`src/rtl/id_ex_hazard_ctrl.sv`:
```
// ID/EX hazard controller: load-use stall, branch/jump flush and
// memory-stall freeze with saturating stall/flush performance counters.
module id_ex_hazard_ctrl #(
    parameter int CNT_W = 16
) (
    input  logic             clk,
    input  logic             reset,
    input  logic [4:0]       id_rs_addr,
    input  logic [4:0]       id_rt_addr,
    input  logic             id_uses_rt,
    input  logic             ex_MemRead,
    input  logic             ex_jump,
    input  logic             ex_branch_taken,
    input  logic [4:0]       ex_rt_address,
    input  logic             mem_stall,
    input  logic             cnt_clr,
    output logic             pc_write,
    output logic             if_id_write,
    output logic             id_ex_write,
    output logic             id_ex_bubble,
    output logic             if_id_flush,
    output logic             id_ex_flush,
    output logic [CNT_W-1:0] stall_count,
    output logic [CNT_W-1:0] flush_count,
    output logic [1:0]       state
);

    typedef enum logic [1:0] {
        RUN     = 2'b00,
        STALL   = 2'b01,
        FLUSH   = 2'b10,
        ILLEGAL = 2'b11
    } state_t;

    state_t state_q;
    state_t next_state;

    logic load_use;
    logic redirect;
    logic run_like;
    logic rs_hit;
    logic rt_hit;
    logic stall_inc;
    logic flush_inc;

    logic [CNT_W-1:0] stall_q;
    logic [CNT_W-1:0] flush_q;

    // Hazard detection; r0 is never a real dependency.
    always_comb begin
        rs_hit   = (ex_rt_address == id_rs_addr);
        rt_hit   = id_uses_rt & (ex_rt_address == id_rt_addr);
        load_use = ex_MemRead & (ex_rt_address != 5'd0) & (rs_hit | rt_hit);
        redirect = ex_jump | ex_branch_taken;
        // The unused encoding behaves like RUN for its one cycle.
        run_like = (state_q == RUN) | (state_q == ILLEGAL);
    end

    // Zero-latency control: mem_stall beats redirect beats load-use.
    always_comb begin
        pc_write     = 1'b0;
        if_id_write  = 1'b0;
        id_ex_write  = 1'b0;
        id_ex_bubble = 1'b0;
        if_id_flush  = 1'b0;
        id_ex_flush  = 1'b0;
        stall_inc    = 1'b0;
        flush_inc    = 1'b0;
        next_state   = state_q;
        if (!reset) begin
            next_state = RUN;
        end else if (mem_stall) begin
            stall_inc = 1'b1;
            if (state_q == ILLEGAL) begin
                next_state = RUN;
            end
        end else if (redirect) begin
            pc_write    = 1'b1;
            if_id_write = 1'b1;
            id_ex_write = 1'b1;
            if_id_flush = 1'b1;
            id_ex_flush = 1'b1;
            flush_inc   = 1'b1;
            next_state  = FLUSH;
        end else if (load_use && run_like) begin
            // Hold PC and IF/ID, inject a bubble into EX.
            id_ex_write  = 1'b1;
            id_ex_bubble = 1'b1;
            stall_inc    = 1'b1;
            next_state   = (state_q == RUN) ? STALL : RUN;
        end else begin
            // STALL/FLUSH last one unfrozen cycle; EX holds a bubble,
            // so a load-use match there is stale and ignored.
            pc_write    = 1'b1;
            if_id_write = 1'b1;
            id_ex_write = 1'b1;
            next_state  = RUN;
        end
    end

    // State register.
    always_ff @(posedge clk or negedge reset) begin
        if (!reset) begin
            state_q <= RUN;
        end else begin
            state_q <= next_state;
        end
    end

    // Saturating stall counter; clear wins over increment.
    always_ff @(posedge clk or negedge reset) begin
        if (!reset) begin
            stall_q <= '0;
        end else if (cnt_clr) begin
            stall_q <= '0;
        end else if (stall_inc && (stall_q != {CNT_W{1'b1}})) begin
            stall_q <= stall_q + 1'b1;
        end
    end

    // Saturating flush counter; clear wins over increment.
    always_ff @(posedge clk or negedge reset) begin
        if (!reset) begin
            flush_q <= '0;
        end else if (cnt_clr) begin
            flush_q <= '0;
        end else if (flush_inc && (flush_q != {CNT_W{1'b1}})) begin
            flush_q <= flush_q + 1'b1;
        end
    end

    assign stall_count = stall_q;
    assign flush_count = flush_q;
    assign state       = state_q;

endmodule
```
`config.mk`:
```
export PLATFORM = sky130hd
export DESIGN_NAME = id_ex_hazard_ctrl
export DESIGN_NICKNAME = d
export VERILOG_FILES = /design/src/rtl/id_ex_hazard_ctrl.sv
export SDC_FILE = /design/constraint.sdc
export NUM_CORES = 1
export LEC_CHECK = 0
export BUFFER_PORTS_ARGS = -buffer_cell sky130_fd_sc_hd__buf_4
export CORE_AREA = 2 2 64 66
export CTS_CLUSTER_SIZE = 24
export DETAILED_ROUTE_END_ITERATION = 16
export DIE_AREA = 0 0 66 68
export PLACE_DENSITY = 0.87
export REMOVE_ABC_BUFFERS = 1
export SLEW_MARGIN = 20
export SYNTH_ARGS = -nofsm -noshare
export SYNTH_HDL_FRONTEND = slang
export SYNTH_SLANG_ARGS = --single-unit
```
`constraint.sdc`:
```
create_clock -name clk -period 2.85 [get_ports clk]
set_input_delay 0.285 -clock clk [delete_from_list [all_inputs] [get_ports clk]]
set_output_delay 0.285 -clock clk [all_outputs]
set_load 0.02 [all_outputs]
```
==> flow_metrics.env <==
export IMPL_die_area_um2=4490
export IMPL_totalWireLength_um=4720
export IMPL_synth_cell_types=43
export IMPL_vias=1870
export IMPL_cp_required_ns=3.01
export IMPL_critPathTopFamily="buffers and inverters"
export IMPL_drv_cap=0
export IMPL_place_gp_congestion=0.803
export IMPL_setup_viol=0
export IMPL_track_usage=0.217
export IMPL_critPathBufInv=3
export IMPL_yosysWarnings=0
export IMPL_cts_buffer_depth=2
export IMPL_r2r_setup_slack_ns=0.57
export IMPL_cp_start_kind="primary input"
export IMPL_grt_start_max_net_pins=34
export IMPL_drtAntennaViolNets=0
export IMPL_die_h_um=68
export IMPL_grt_pass1_vias=1584
export IMPL_cts_tree="yes"
export IMPL_use_met1=0.277
export IMPL_finalHoldViolCount=0
export IMPL_viasPerCell=5.63
export IMPL_slew_viol_final=0
export IMPL_critPathKind="primary input to register"
export IMPL_post_route_cell_area_um2=2620
export IMPL_relSlewSlack=0.499
export IMPL_skew_ns=0.00441
export IMPL_final_cell_count_no_fill=332
export IMPL_first_pass_iters=4
export IMPL_worstSetupEndpointType="register"
export IMPL_rsz0062_at_grt="no"
export IMPL_dp_cells=324
export IMPL_final_util=0.679
export IMPL_hp_class="primary input to register"
export IMPL_ctsResizeCount=0
export IMPL_clock_latency_ns=0.28
export IMPL_worstMarginPinSlew_ns=0.747
export IMPL_root_buffer="clkbuf_8"
export IMPL_start_util=0.530
export IMPL_holdBufCountCts=1
export IMPL_fillers=311
export IMPL_rows=23
export IMPL_arrival_ns=2.49
export IMPL_placed_cell_area_um2=2500
export IMPL_numClockSinks=34
export IMPL_syn_area_um2=2050
export IMPL_area_growth_pct=28.0
export IMPL_setup_tns_ns=0
export IMPL_cpMaxStageDelayCell="a211oi_1"
export IMPL_dpl_hpwl_um=3360
export IMPL_finalCritPeriodShare=0.817
export IMPL_drc=0
export IMPL_peakVddDrop_mv=0.423
export IMPL_drt_iter0_markers=89
export IMPL_ys_seq_elements=34
export IMPL_antennaDiodeCount=0
export IMPL_die_w_um=66
export IMPL_synthFlopType="dfrtp_1"
export IMPL_port_buffers=62
export IMPL_grt_pass1_wl_um=7340
export IMPL_netlist_instances=222
export IMPL_nNetsFinal=309
export IMPL_met2_usage=0.356
export IMPL_max_freq_ghz=0.430
export IMPL_holdWs_ns=0.352
export IMPL_p_leak_nw=1.18
export IMPL_drive_gt1_frac=0.280
export IMPL_core_um2=3860
export IMPL_synth_async_sr_flop_share=1.00
export IMPL_grt_overflow=0
export IMPL_antenna_found_initial=0
export IMPL_cts_setup_buffers=0
export IMPL_cts_htree_levels=2
export IMPL_ys_seq_area_frac=0.416
export IMPL_path_max_fanout=18
export IMPL_numCtsBuffers=5
export IMPL_busiest_layer="met2"
export IMPL_synth_area_per_cell_um2=9.21
export IMPL_grtUsageMet3=0.0658
export IMPL_io_pins=63
export IMPL_post_route_min_period_ns=2.33
export IMPL_path_cells="dlygate4sd3_1 -> buf_4 -> nand2b_1 -> inv_1 -> o21ai_1 -> a211oi_1 -> nor2b_1 -> xnor2_1 -> nor2_1"
export IMPL_wl_per_cell_um=14.2
export IMPL_slowest_delay_ns=0.63
export IMPL_clk_pin_slew_ns=0.07
export IMPL_synth_edff_count=0
export IMPL_p_per_area_nw_per_um2=405
export IMPL_status="complete, no violations"
cell usage after synthesis (2+ instances only):
master	instances	area (um^2)
a211oi_1	2	15.0
a21oi_1	15	75.1
and2_1	3	18.8
and3_1	7	43.8
buf_1	2	7.51
buf_4	2	15.0
buf_6	3	33.8
clkbuf_1	3	11.3
dfrtp_1	34	851
ha_1	4	50.1
inv_1	12	45.0
mux2i_1	3	30.0
nand2_1	10	37.5
nand2b_1	3	18.8
nand3_1	13	65.1
nand4_1	7	43.8
nor2_1	22	82.6
nor2b_1	2	12.5
nor3_1	4	20.0
o21ai_0	2	10.0
o21ai_1	9	45.0
o31ai_1	3	22.5
o41ai_1	2	17.5
or3_1	10	62.6
or4_1	5	37.5
xnor2_1	19	166
xor2_1	5	43.8
sequential cells by signal, indices dropped and copies added (netlist names):
name / flops
stall_count: 16
state: 2
flush_count: 16
cell type report:
| cell class | count | area (um^2) | area share |
|---|---|---|---|
| multi-input combinational | 164 | 1060 | 0.404 |
| sequential | 34 | 851 | 0.325 |
| clock inverter | 1 | 30.0 | 0.0115 |
| timing repair buffer | 65 | 490 | 0.187 |
| clock buffer | 6 | 82.6 | 0.0315 |
| inverter | 12 | 45.0 | 0.0172 |
| tap | 50 | 62.6 | 0.0239 |
report_power, final:
| group | switching [W] | total [W] | internal (W) | leakage [nW] |
|---|---|---|---|---|
| registers | 0.00000565 | 0.000493 | 0.000487 | 0.473 |
| logic | 0.0000663 | 0.000120 | 0.0000535 | 0.650 |
| clock network | 0.000168 | 0.000447 | 0.000280 | 0.0573 |
| total | 0.000240 | 0.00106 | 0.000820 | 1.18 |
routing by layer:
metal / routed length, um / vias up
met5: 0 / -
met4: 56 / 0
met3: 344 / 5
met2: 2320 / 62
met1: 1990 / 897
li1: - / 906
worst paths after layout:
kind,start,end,cells past startpoint
setup / recovery,reset,flush_count[8]$_DFFE_PN0P_,9
hold / removal,ex_jump,state[1]$_DFFE_PN0P_,3
setup reg to reg,stall_count[6]$_DFFE_PN0P_,stall_count[12]$_DFFE_PN0P_,7
hold reg to reg,stall_count[5]$_DFFE_PN0P_,stall_count[5]$_DFFE_PN0P_,2
max in group asynchronous,reset,stall_count[3]$_DFFE_PN0P_,3
min in group asynchronous,reset,stall_count[15]$_DFFE_PN0P_,2
stage by stage:
step | worst slack (ns) | total power [W]
3_5_place_dp | 0.682 | 0.000621
4_1_cts | 0.486 | 0.00107
2_1_floorplan | 0.461 | 0.000552
5_1_grt | 0.285 | 0.00110
6_report | 0.523 | 0.00106
3_3_place_gp | 0.721 | 0.000618
cells in the final DEF (no fill, tap or decap), drive strengths merged, types with 10 or more instances in the layout:
cell type  synthesis  routed
or3               10      10
buf                9      64
dfrtp             34      34
xnor2             19      19
nand2             10      10
o21ai             11      11
inv               12      12
nand3             13      13
a21oi             15      15
nor2              23      23
logic make-up after synthesis:
group,after synthesis,share of synthesized area
DFF,34,0.416
buffers and inverters,24,0.0673
and+or+nand+nor,92,0.243
adders and majority gates,4,0.0245
xor gates and xnor gates,24,0.103
AOI/OAI and AO/OA,40,0.125
muxes,4,0.0220
worst register-to-register path, stage by stage, from the launching register on:
cell and delay [ns]:
dfrtp_1 0.41, nand2_1 0.11, nor3_1 0.52, a31oi_1 0.19
a31oi_2 0.22, buf_4 0.31, nor3b_2 0.10, mux2_4 0.30
Note: power is estimated with default switching activity, not from simulation.
